--- src/rtl/cm_pkg_sys.sv ---
// -----------------------------------------------------------------------------
// cm_pkg_sys
// Shared system-record definitions used by the reset sequencer:
//   t_rst_seq_state  - reset sequencer FSM states (3-bit encoding)
//   RST_SEQ_STATE_W  - width of the encoded state
//   f_cnt_w()        - width of a counter that has to hold the value max_val
// -----------------------------------------------------------------------------
package cm_pkg_sys;

  localparam int RST_SEQ_STATE_W = 3;

  typedef enum logic [RST_SEQ_STATE_W-1:0] {
    ST_SYNC  = 3'd0,  // waiting for the synchronised raw reset release
    ST_HOLD  = 3'd1,  // stretching reset after release
    ST_REL   = 3'd2,  // releasing outputs one by one
    ST_RUN   = 3'd3,  // all outputs released
    ST_SWRST = 3'd4   // software reset hold
  } t_rst_seq_state;

  // Width needed to count from 0 up to and including max_val.
  function automatic int f_cnt_w(input int max_val);
    return $clog2(max_val + 1);
  endfunction

endpackage

--- src/rtl/cm_rst_sync.sv ---
// -----------------------------------------------------------------------------
// cm_rst_sync
// Reset synchroniser: asynchronous assert, synchronous deassert. Reusable once
// per clock domain.
//   clk          in  destination clock
//   rst_n        in  raw asynchronous active-low reset
//   o_rst_sync_n out synchronised reset, rises STAGES edges after rst_n rises
// -----------------------------------------------------------------------------
module cm_rst_sync #(
  parameter int STAGES = 2
) (
  input  logic clk,
  input  logic rst_n,
  output logic o_rst_sync_n
);

  logic [STAGES-1:0] sync_q;

  // NOTE: sequential state is assigned with <= so every flop samples the
  // values from before the edge; with = the chain would collapse to one stage.
  always_ff @(posedge clk or negedge rst_n) begin
    if (!rst_n) begin
      sync_q <= '0;
    end else begin
      sync_q <= {sync_q[STAGES-2:0], 1'b1};
    end
  end

  assign o_rst_sync_n = sync_q[STAGES-1];

endmodule

--- src/rtl/cm_rst_seq.sv ---
// -----------------------------------------------------------------------------
// cm_rst_seq
// System reset sequencer. Synchronises the raw reset, stretches it for
// HOLD_CYCLES, then releases N_OUT reset domains in ascending order spaced by
// STAGE_GAP cycles. A 4-phase software request replays the hold/release
// sequence without touching the raw reset.
//   clk           in  system clock, rising edge
//   rst_n         in  raw reset, asynchronous, active-low
//   i_sw_req      in  software reset request (level, 4-phase)
//   o_sw_ack      out software reset completed
//   o_rst         out sequenced resets, bit k active at OUT_ACTIVE[k]
//   o_rst_sync_n  out synchronised copy of rst_n
//   o_ready       out all outputs released, FSM in RUN
//   o_state       out current FSM state (debug)
// All outputs come straight from flops.
// -----------------------------------------------------------------------------
module cm_rst_seq
  import cm_pkg_sys::*;
#(
  parameter int               SYNC_STAGES = 2,
  parameter int               HOLD_CYCLES = 16,
  parameter int               STAGE_GAP   = 4,
  parameter int               N_OUT       = 3,
  parameter logic [N_OUT-1:0] OUT_ACTIVE  = '0
) (
  input  logic                       clk,
  input  logic                       rst_n,
  input  logic                       i_sw_req,
  output logic                       o_sw_ack,
  output logic [N_OUT-1:0]           o_rst,
  output logic                       o_rst_sync_n,
  output logic                       o_ready,
  output logic [RST_SEQ_STATE_W-1:0] o_state
);

  localparam int CNT_MAX = (HOLD_CYCLES > STAGE_GAP) ? HOLD_CYCLES : STAGE_GAP;
  localparam int CNT_W   = f_cnt_w(CNT_MAX);
  localparam int IDX_W   = $clog2(N_OUT + 1);

  localparam logic [CNT_W-1:0] HOLD_LAST = CNT_W'(HOLD_CYCLES - 1);
  localparam logic [CNT_W-1:0] GAP_LAST  = CNT_W'(STAGE_GAP - 1);

  logic rst_sync_n;

  cm_rst_sync #(
    .STAGES (SYNC_STAGES)
  ) u_rst_sync (
    .clk          (clk),
    .rst_n        (rst_n),
    .o_rst_sync_n (rst_sync_n)
  );

  t_rst_seq_state   state_q, state_d;
  logic [CNT_W-1:0] cnt_q, cnt_d;
  logic [IDX_W-1:0] idx_q, idx_d;
  logic [N_OUT-1:0] rst_q, rst_d;
  logic             ready_q, ready_d;
  logic             ack_q, ack_d;
  logic             sw_pend_q, sw_pend_d;  // current sequence was started by SWRST

  logic start_rel;  // release o_rst[0] on this edge
  logic enter_run;  // last output releases on this edge

  // NOTE: every variable written here gets a default first, so no path leaves
  // it unassigned and no latch is inferred.
  always_comb begin
    state_d   = state_q;
    cnt_d     = cnt_q;
    idx_d     = idx_q;
    rst_d     = rst_q;
    ready_d   = ready_q;
    ack_d     = ack_q;
    sw_pend_d = sw_pend_q;
    start_rel = 1'b0;
    enter_run = 1'b0;

    unique case (state_q)
      ST_SYNC: begin
        // The cycle in which the synchronised release is observed already
        // counts as the first hold cycle; the synchroniser itself is not
        // shortened to gain that cycle.
        if (rst_sync_n) begin
          if (HOLD_CYCLES == 1) begin
            start_rel = 1'b1;
          end else begin
            state_d = ST_HOLD;
            cnt_d   = CNT_W'(1);
          end
        end
      end

      ST_HOLD, ST_SWRST: begin
        if (cnt_q == HOLD_LAST) begin
          start_rel = 1'b1;
        end else begin
          cnt_d = cnt_q + 1'b1;
        end
      end

      ST_REL: begin
        if (cnt_q == GAP_LAST) begin
          cnt_d = '0;
          idx_d = idx_q + 1'b1;
          for (int k = 0; k < N_OUT; k++) begin
            if (k == int'(idx_q) + 1) rst_d[k] = ~OUT_ACTIVE[k];
          end
          if (int'(idx_q) + 1 == N_OUT - 1) enter_run = 1'b1;
        end else begin
          cnt_d = cnt_q + 1'b1;
        end
      end

      ST_RUN: begin
        if (i_sw_req && !ack_q) begin
          state_d   = ST_SWRST;
          cnt_d     = '0;
          idx_d     = '0;
          rst_d     = OUT_ACTIVE;
          ready_d   = 1'b0;
          sw_pend_d = 1'b1;
        end
      end

      default: begin
        state_d = ST_SYNC;
      end
    endcase

    if (start_rel) begin
      rst_d[0] = ~OUT_ACTIVE[0];
      idx_d    = '0;
      cnt_d    = '0;
      if (N_OUT == 1) begin
        enter_run = 1'b1;
      end else begin
        state_d = ST_REL;
      end
    end

    // Acknowledge drops once the requester lets go; setting on RUN entry takes
    // priority so the acknowledge is visible for at least one cycle even when
    // the request was withdrawn mid-sequence.
    if (!i_sw_req) ack_d = 1'b0;

    if (enter_run) begin
      state_d = ST_RUN;
      ready_d = 1'b1;
      if (sw_pend_q) begin
        ack_d     = 1'b1;
        sw_pend_d = 1'b0;
      end
    end
  end

  always_ff @(posedge clk or negedge rst_n) begin
    if (!rst_n) begin
      state_q   <= ST_SYNC;
      cnt_q     <= '0;
      idx_q     <= '0;
      rst_q     <= OUT_ACTIVE;
      ready_q   <= 1'b0;
      ack_q     <= 1'b0;
      sw_pend_q <= 1'b0;
    end else begin
      state_q   <= state_d;
      cnt_q     <= cnt_d;
      idx_q     <= idx_d;
      rst_q     <= rst_d;
      ready_q   <= ready_d;
      ack_q     <= ack_d;
      sw_pend_q <= sw_pend_d;
    end
  end

  assign o_rst        = rst_q;
  assign o_rst_sync_n = rst_sync_n;
  assign o_ready      = ready_q;
  assign o_sw_ack     = ack_q;
  assign o_state      = state_q;

endmodule

--- config.mk ---
export PLATFORM = sky130hd
export DESIGN_NAME = cm_rst_seq
export DESIGN_NICKNAME = d
export VERILOG_FILES = /design/src/rtl/cm_pkg_sys.sv /design/src/rtl/cm_rst_sync.sv /design/src/rtl/cm_rst_seq.sv
export SDC_FILE = /design/constraint.sdc
export NUM_CORES = 1
export LEC_CHECK = 0
export ABC_AREA = 0
export CAP_MARGIN = 15
export CORE_AREA = 2 2 49 51
export CTS_CLUSTER_DIAMETER = 60
export DETAILED_ROUTE_END_ITERATION = 6
export DIE_AREA = 0 0 51 53
export SYNTH_ARGS = -nofsm -noshare
export SYNTH_HDL_FRONTEND = slang
export SYNTH_SLANG_ARGS = --single-unit
--- constraint.sdc ---
create_clock -name clk -period 2.5 [get_ports clk]
set_input_delay 0.375 -clock clk [delete_from_list [all_inputs] [get_ports clk]]
set_output_delay 0.375 -clock clk [all_outputs]
set_load 0.02 [all_outputs]
### Word level (Yosys, flattened, before mapping)

Index checks and enable logic that the tools add are counted.

| operators by class | value |
|---|---|
| reductions and logical operators | 18 |
| mux-type cells | 37 |
| $add $sub $neg | 3 |
| equal/unequal tests | 21 |

Operator list:

| cell | count |
|---|---|
| 2-bit by 32-bit == test with 1-bit output (first input constant) | 1 |
| 3-bit by 32-bit == test with 1-bit output (first input constant) | 1 |
| 32-bit zero test | 1 |
| 5-bit 2-to-1 mux | 5 |
| 5-bit case mux with 4 select lines | 1 |
| 1-bit 2-to-1 mux | 19 |
| 3-bit 2-to-1 mux | 6 |
| 4-bit AND reduction | 4 |
| 3-bit inequality test (second input constant) | 4 |
| 3-bit by 2-bit == test with 1-bit output (second input constant) | 3 |
| 3-bit case mux with 3 select lines | 1 |
| 2-bit inequality test (second input constant) | 4 |
| 2-bit 2-to-1 mux | 3 |
| 3-bit case mux with 2 select lines | 1 |
| 3-bit AND reduction | 2 |
| 2-bit nonzero test | 3 |
| 5-bit by 1-bit adder with 5-bit output (second input constant) | 1 |
| 5-bit by 2-bit == test with 1-bit output (second input constant) | 1 |
| 5-bit by 4-bit == test with 1-bit output (second input constant) | 1 |
| 5-bit nonzero test | 1 |
| 4-bit by 3-bit inequality test with 1-bit output (second input constant) | 1 |
| 4-bit inequality test (second input constant) | 1 |
| 2-bit case mux with 2 select lines | 1 |
| 2-bit by 1-bit adder with 3-bit output (second input constant) | 1 |
| other kinds (12) | 12 |

| word-level totals | value |
|---|---|
| bits in registers | 18 |
| input bits | 3 |
| word-level logic and storage cells | 89 |

### Logic depth before layout (Yosys ltp)

Gate-level depths: netlist of the first run.

| logic depth | value |
|---|---|
| depth after elaboration | 7 |
| depth in mapped cells | 7 |
| mapped depth without buffers | 7 |

### Hierarchy

From an unflattened synthesis of the first run, not the netlist that was laid out.

| unflattened totals | value |
|---|---|
| cell total of the unflattened synthesis | 92 |
| area total of the unflattened synthesis | 967.2 µm² |

Modules (own cells, without submodules):

| module | instances | area an instance (µm²) | cells each |
|---|---|---|---|
| cm_rst_seq | 1 | 913.4 | 89 |
| cm_rst_sync | 1 | 53.8 | 3 |

### Worst setup path before layout of the first run

Ideal clock, no wire load.

| timing | value |
|---|---|
| kind | flip-flop to flip-flop |
| start point | register cnt_q[0] |
| end point | register cnt_q[2] |
| cell stages (with the launch flop) | 8 |
| path slack | 0.691 ns |
| period minus slack after synthesis | 1.809 ns |
| path buffers | 0 |
| arrival | 1.727 ns |
| cell sequence | dfrtp_1 -> ha_1 -> and3_2 -> ha_1 -> nor2_1 -> a22o_4 -> or2b_1 -> a31oi_1 |

| between the ends | value |
|---|---|
| cells in the longest elaborated chain, start to end | 5 |
| elaborated cells on any way between the ends | 14 |
| classes of those cells | 1 x add/sub; 5 x eq/ne; 6 x mux; 2 x reduce/logical |

Ends and longest elaborated chain:

| item | RTL line | source |
|---|---|---|
| start, declared | cm_rst_seq.sv:54 | `logic [CNT_W-1:0] cnt_q, cnt_d;` |
| start signal, assigned | cm_rst_seq.sv:166 | `cnt_q <= cnt_d;` |
| branches (longest 5 deep; another with 5-bit by 1-bit adder with 5-bit output) | -- |  |

Parallel ways; which one is timed is not known. The select of a mux whose other input is x is not followed.
A chain may end at the register's enable or synchronous reset.

### Worst setup path after layout of the first run

| timing | value |
|---|---|
| start point | register state_q[0] (netlist: o_state[0]) |
| end point | output port o_state[0] |

RTL lines:

| item | RTL line | source |
|---|---|---|
| start, declared | cm_rst_seq.sv:53 | `t_rst_seq_state state_q, state_d;` |
| start signal, assigned | cm_rst_seq.sv:165 | `state_q <= state_d;` |
| end, declared | cm_rst_seq.sv:33 | `output logic [RST_SEQ_STATE_W-1:0] o_state` |

No word-level cell between the ends.

==> results of run 1 <==
routing by layer:
layer | wire (µm) | vias to the layer above | GRT usage [%]
met5 | 0 | - | 0
met4 | 14 | 0 | 6.76
met3 | 41 | 2 | 3.39
met2 | 721 | 8 | 20.3
met1 | 857 | 310 | 19.8
li1 | - | 335 | -
flip-flops by register name (all words and copies together) (netlist names):
name,count
cnt_q,5
o_rst,3
o_state,3
idx_q,2
u_rst_sync.sync_q,2
o_ready,1
o_sw_ack,1
sw_pend_q,1
area by class of cell:
class / instances / area (µm²) / area share [%]
flip-flops and latches: 18 / 450 / 41.5
multi-input cells: 59 / 434 / 40.0
repair buffers: 11 / 110 / 10.1
clock buffers: 4 / 36.3 / 3.34
well taps: 28 / 35.0 / 3.23
inverters: 5 / 18.8 / 1.73
path summary, 6_finish.rpt:
check                                        to  slack [ns]  depth (start not counted)
min in group asynchronous              o_rst[0]        0.54                          1
max reg2reg                            cnt_q[2]        0.51                          7
min                        u_rst_sync.sync_q[1]        0.36                          0
min reg2reg                u_rst_sync.sync_q[1]        0.36                          0
max in group asynchronous              cnt_q[0]        1.46                          1
max                                  o_state[0]        0.49                          1
stage by stage:
step	power [mW]	setup WS (ns)	hold WS, ns	instance area [µm²]	utilization [%]
after floorplan	0.855	0.691	0.0794	923	-
after global placement	0.983	0.554	0.333	1050	48.8
after detailed placement	0.994	0.523	0.337	1050	48.8
after CTS	1.17	0.483	0.361	1080	50.5
after global routing	1.26	0.384	0.385	1080	50.5
final	1.16	0.491	0.360	1080	50.5
power groups by stage:
stage | clock, mW | sequential, mW | combinational [mW]
global placement | 0 | 0.501 | 0.482
finish | 0.178 | 0.498 | 0.487
CTS | 0.183 | 0.498 | 0.493
floorplan | 0 | 0.488 | 0.367
detailed placement | 0 | 0.504 | 0.490
global route | 0.202 | 0.516 | 0.539
cell usage after synthesis (2+ instances only):
master | number | area share (%)
a31oi_1 | 3 | 2.0
a31o_2 | 2 | 1.9
a21o_1 | 2 | 1.6
inv_1 | 5 | 2.0
nand2_1 | 3 | 1.2
buf_4 | 2 | 1.6
o21a_1 | 2 | 1.6
nand2b_1 | 2 | 1.4
nor4_1 | 2 | 1.4
nor2b_1 | 2 | 1.4
a21oi_1 | 4 | 2.2
nor2_1 | 4 | 1.6
o21ai_0 | 5 | 2.7
ha_1 | 4 | 5.4
or2b_1 | 2 | 1.6
a22o_1 | 2 | 1.9
dfrtp_1 | 18 | 49
nand3_1 | 2 | 1.1
cells by family (layout without fill, tap and decap cells):
logic type | count (synthesis) | count (layout) | synth area share [%]
flops | 18 | 18 | 48.8
buf+inv | 8 | 20 | 4.20
fa+ha+maj | 4 | 4 | 5.42
xor+xnor | 1 | 1 | 0.949
mux | 1 | 1 | 1.08
simple gates | 25 | 25 | 17.5
other cells | 1 | 1 | 0.406
compound gates | 27 | 27 | 21.7
worst register-to-register path: stages (launching register included):
cell and delay (ns):
dfrtp_1 0.44, ha_1 0.26, and3_2 0.22, ha_1 0.24, nor2_1 0.18, a22o_4 0.19, or2b_1 0.23, a31oi_1 0.16
cells in the final DEF (no fill, tap or decap), types with 2 or more instances in the layout:
cell type	n
a22o_1	2
clkdlybuf4s50_1	11
inv_1	5
dfrtp_1	18
a31oi_1	3
nand2_1	3
nand3_1	2
a21o_1	2
or2b_1	2
o21ai_0	5
o21a_1	2
nor2_1	4
a31o_2	2
nor4_1	2
nand2b_1	2
clkbuf_4	3
ha_1	4
nor2b_1	2
a21oi_1	4
==> summary.md, run 1 <==
| Metric | Value |
|---|---|
| Ports | 12 |
| Syn avg cell area | roughly 11 µm² |
| Die extent in x | about 51 µm |
| # H-tree levels | 1 |
| Worst endpoint data arrival time | 1.63 ns |
| Initial Util | between 40% and 50% |
| Register share of total power | 42.9% |
| Gr usage total | around 14% |
| Number of synthesis warnings | 0 |
| Internal power | between 0.7 and 0.8 mW |
| # setup viols final | 0 |
| Vias | 655 |
| Post-Synthesis Cells | 85 |
| Fin. max-slew vios | 0 |
| CORE AREA | roughly 0.0021 mm² |
| Final setup skew | 0.00442 ns |
| Antenna fix cells | 0 |
| Die H | roughly 53 µm |
| CTS Buf Count | 3 |
| Switching Fraction | a little under two fifths |
| Crit-path slowest cell | clkdlybuf4s50_1 |
| TritonCTS clock tree | built |
| WP data required | approximately 2.1 ns |
| Routed vias/inst | about 5.2 |
| Fin crit share | about 80% |
| Grt ovf | 0 |
| Slew HR | between 40% and 50% |
| Register bit total from synthesis | 18 |
| Worst Hold Class | reg2reg |
| Critical Path End Type | output port |
| Postcts setup bufs | 0 |
| Max IR drop VDD | around 400 µV |
| CP Cell Sequence | clkdlybuf4s50_1 |
| Crit path launch | o_state[0] |
| Unrepaired setup endpoints after global routing | no |
| Clock sinks | 18 |
| Setup TNS | 0 ns |
| P_sw | roughly 0.45 mW |
| Global-route wire length before repair | ~2800 µm |
| CTS Hold Bufs | 0 |
| Final estimated routing congestion in global placement | ~0.79 |
| Final wirelength | around 1600 µm |
| Largest net degree at the start of global routing | 19 |
| DRC Markers | 0 |
| Sequential-to-total area share from yosys stat | 48.8% |
| CTS resizes | 0 |
| Drt pass-1 iters | 4 |
| Beginning of the worst hold path | u_rst_sync.sync_q[0] |
| Startpoint Class | register |
| Least-Margin Pin Slew | approximately 0.8 ns |
| Die area | between 0.002 and 0.003 mm² |
| Skew-Pair Late Insertion Delay | just under 0.3 ns |
| Vias in the first global route | ~590 |
| Max Clock Freq | 0.498 GHz |
| Final hold viol count | 0 |
| Port buffer count | 11 |
| CP peak stage delay | a little under 0.7 ns |
| Min Tclk post-route | about 2 ns |
| Max cap viols | 0 |
| Dominant synthesized flop cell | dfrtp_1 |
| Inst Count DP | 121 |
| Comb power frac | about two fifths |
| Leak pwr | 0.481 nW |
| Critical path peak fanout | 14 |
| Initial antenna violation count | 0 |
| Clock tree buffer depth | 2 |
| Critical path class | reg2out |
| Final ANT Viol Nets | 0 |
| Final #Nets | 105 |
| CTS Root Buffer Type | clkbuf_4 |
| Initial DRC count | 12 |
| FILL cells | around 210 |
| Share of layout cells above drive strength 1 | 13.4% |
| Synth Net Count | just over 90 |
| Rows | 17 |
| Cell area after synthesis | slightly above 900 µm² |
| Cell Pwr Density | 1070 mW/mm² |
| Reg-to-reg startpoint | cnt_q[0] |
| Buffers & Inverters on Critical Path | 1 |
| Asr flop ratio synth | 100% |
| P&R area growth vs syn | 17.5% |
| Final cell count without fillers | around 130 |
| Clk pwr share | 15.3% |
| Post-synth EDFFs | 0 |
| Clock Pin Slew Worst Setup and Hold Paths | between 0.1 and 0.15 ns |
| Netlist cell types | 37 |
| CP delay by family, top | buffers and inverters |
| Status | finished, final reports clean |
| DR WL/cell | ~13 µm |
| Placed wire-length estimate | 1220 µm |
Power figures use the tool's default switching activity.
==> run 2, diff against run 1 <==
- clock period: 2.5 -> 2.05 ns (I/O delays scaled with it)
==> run 2 against run 1 <==
Clock skew down 0.0035 ns. Die area unchanged. Routed wire length up 3.9%. Combinational power up 26%. Power up 20%. Cell count up 1.6%. Sequential power up 21%. Worst hold slack worse by 0.029 ns. Core utilization up 0.47 points.
==> summary.md, run 2 (same netlist as run 1, synthesis figures left out) <==
| Metric | Value |
|---|---|
| CP Cell Sequence | ha_1, and3_2, ha_1, nor2_1, a22o_4, or2b_1, a31oi_1 (was clkdlybuf4s50_1) |
| Final setup skew | 0.000933 ns (was 0.00442 ns) |
| Max FFs per register | 5 (unchanged) |
| Fin. max-slew vios | 0 (unchanged) |
| Fin area | 0.00109 mm² (was 0.00108 mm²) |
| Setup TNS | 0 ns (unchanged) |
| Initial DRC count | 8 (was 12) |
| Status | finished, final reports clean (unchanged) |
| Largest net degree at the start of global routing | 19 (unchanged) |
| Commonest non-fill, non-tap cell in the layout | dfrtp_1 (unchanged) |
| CORE AREA | 0.00215 mm² (unchanged) |
| Placed wire-length estimate | 1240 µm (was 1220 µm) |
| CTS Hold Bufs | 0 (unchanged) |
| Multi-input gate area | 434 µm² (unchanged) |
| Port buffer count | 11 (unchanged) |
| CP peak stage delay | 0.43 ns (was 0.69 ns) |
| Max cap viols | 0 (unchanged) |
| Skew-Pair Late Insertion Delay | 0.29 ns (about the same) |
| Die extent in x | 51 µm (unchanged) |
| CTS Buf Count | 3 (unchanged) |
| DR WL/cell | 13.4 µm (was 13.1 µm) |
| TritonCTS clock tree | built (unchanged) |
| Crit-path most repeated cell | ha_1 |
| Fin crit share | ~93% |
| Clock Pin Slew Worst Setup and Hold Paths | 0.10 ns (was 0.11 ns) |
| Reg area | 452 µm² (was 450 µm²) |
| Max Clock Freq | about 0.52 GHz |
| Clock sinks | 18 (unchanged) |
| Drt pass-1 iters | 4 (unchanged) |
| Routed vias/inst | 5.40 (was 5.24) |
| Final #Nets | 108 (was 105) |
| Initial antenna violation count | 0 (unchanged) |
| Leak pwr | 0.489 nW (was 0.481 nW) |
| Global-route wire length before repair | 3090 µm (was 2750 µm) |
| Crit-path slowest cell | dfrtp_1 (was clkdlybuf4s50_1) |
| CTS resizes | 0 (unchanged) |
| Postcts setup bufs | 0 (unchanged) |
| Grt ovf | 0 (unchanged) |
| Max IR drop VDD | 507 µV (was 394 µV) |
| Share of layout cells above drive strength 1 | 16.2% (was 13.4%) |
| Worst Hold Class | in2async (was reg2reg) |
| Pwr Total | 1.39 mW (was 1.16 mW) |
| Min Tclk post-route | 1.91 ns |
| Initial Util | 43.0% (unchanged) |
| Startpoint Class | register (unchanged) |
| Cell Pwr Density | 1270 mW/mm² (was 1070 mW/mm²) |
| Rows | 17 (unchanged) |
| Final wirelength | 1700 µm (was 1640 µm) |
| WP depth | 7 (was 1) |
| Gr usage total | 15.9% (was 14.1%) |
| Clock tree buffer depth | 2 (unchanged) |
| Post-DP Area | 0.00107 mm² (was 0.00105 mm²) |
| Commonest cells after routing, fill and taps aside | dfrtp_1 (17), clkdlybuf4s50_1 (11), inv_1 (5), o21ai_0 (5) (was dfrtp_1 (18), clkdlybuf4s50_1 (11), inv_1 (5), o21ai_0 (5)) |
| Final ANT Viol Nets | 0 (unchanged) |
| FILL cells | 208 (was 213) |
| # setup viols final | 0 (unchanged) |
| Vias in the first global route | 687 (was 585) |
| Critical path peak fanout | 6 (was 14) |
| Vias | 686 (was 655) |
| CTS Root Buffer Type | clkbuf_4 (unchanged) |
| Top reg by flops | cnt_q (unchanged) |
| DRC Markers | 0 (unchanged) |
| Critical path class | reg2reg (was reg2out) |
| Buffers & Inverters on Critical Path | 0 (was 1) |
| Critical Path End Type | register (was output port) |
| Worst endpoint data arrival time | 2.13 ns (was 1.63 ns) |
| Die H | 53 µm (unchanged) |
| P&R area growth vs syn | 18.6% (was 17.5%) |
| Unrepaired setup endpoints after global routing | no (unchanged) |
| Die area | 0.00270 mm² (unchanged) |
| Final hold viol count | 0 (unchanged) |
| Ports | 12 (unchanged) |
| CP delay by family, top | simple AND/OR/NAND/NOR gates (was buffers and inverters) |
| Util after Layout | 51.0% (was 50.5%) |
| # H-tree levels | 1 (unchanged) |
| Antenna fix cells | 0 (unchanged) |
| WP data required | 2.27 ns (was 2.12 ns) |
| Worst r2r path cells | 7 (unchanged) |
| Final estimated routing congestion in global placement | 0.801 (was 0.786) |
## run 2: cell count changes in the layout (fill, tap and decap cells not counted)
cell,previous run,this run
dfrtp_2,0,1
buf_4,0,3
clkbuf_8,1,0
dfrtp_1,18,17
## run 2: final timing paths
path                                      startpoint                   end  slack, ns
worst max-delay path                        cnt_q[0]              cnt_q[2]       0.14
worst min-delay path                           rst_n              o_rst[0]       0.33
min in group clk                u_rst_sync.sync_q[0]  u_rst_sync.sync_q[1]       0.36
worst max register to register              cnt_q[0]              cnt_q[2]       0.14
worst min register to register  u_rst_sync.sync_q[0]  u_rst_sync.sync_q[1]       0.36
max in group asynchronous                      rst_n            o_state[0]       1.51
## run 2: where the power goes
group	total [mW]	switching [mW]	internal [mW]	leakage [nW]
registers	0.602	0.141	0.460	0.230
clock network	0.176	0.108	0.0684	0.0138
logic	0.614	0.294	0.320	0.245
total	1.39	0.543	0.849	0.489
## run 2: stage by stage
step,hold WS (ns),setup WS (ns),instances
after CTS,0.341,0.0822,127
after global routing,0.333,0.0226,127
final,0.331,0.143,127
after detailed placement,0.335,0.133,124
after floorplan,0.0119,0.241,85
after global placement,0.333,0.169,124
## run 2: area by class of cell
cell class	count	area share, %
inverter	5	1.71
multi-input combinational	59	39.7
clock buffer	3	2.06
timing repair buffer	14	12.1
sequential	18	41.3
tap	28	3.20
## run 2: layer usage
| metal | share of wire, % | vias to the layer above | track usage [%] |
|---|---|---|---|
| li1 | - | 339 | - |
| met1 | 51 | 325 | 20.6 |
| met2 | 43 | 17 | 23.6 |
| met3 | 3.7 | 5 | 3.67 |
| met4 | 2.7 | 0 | 10.8 |
| met5 | 0 | - | 0 |
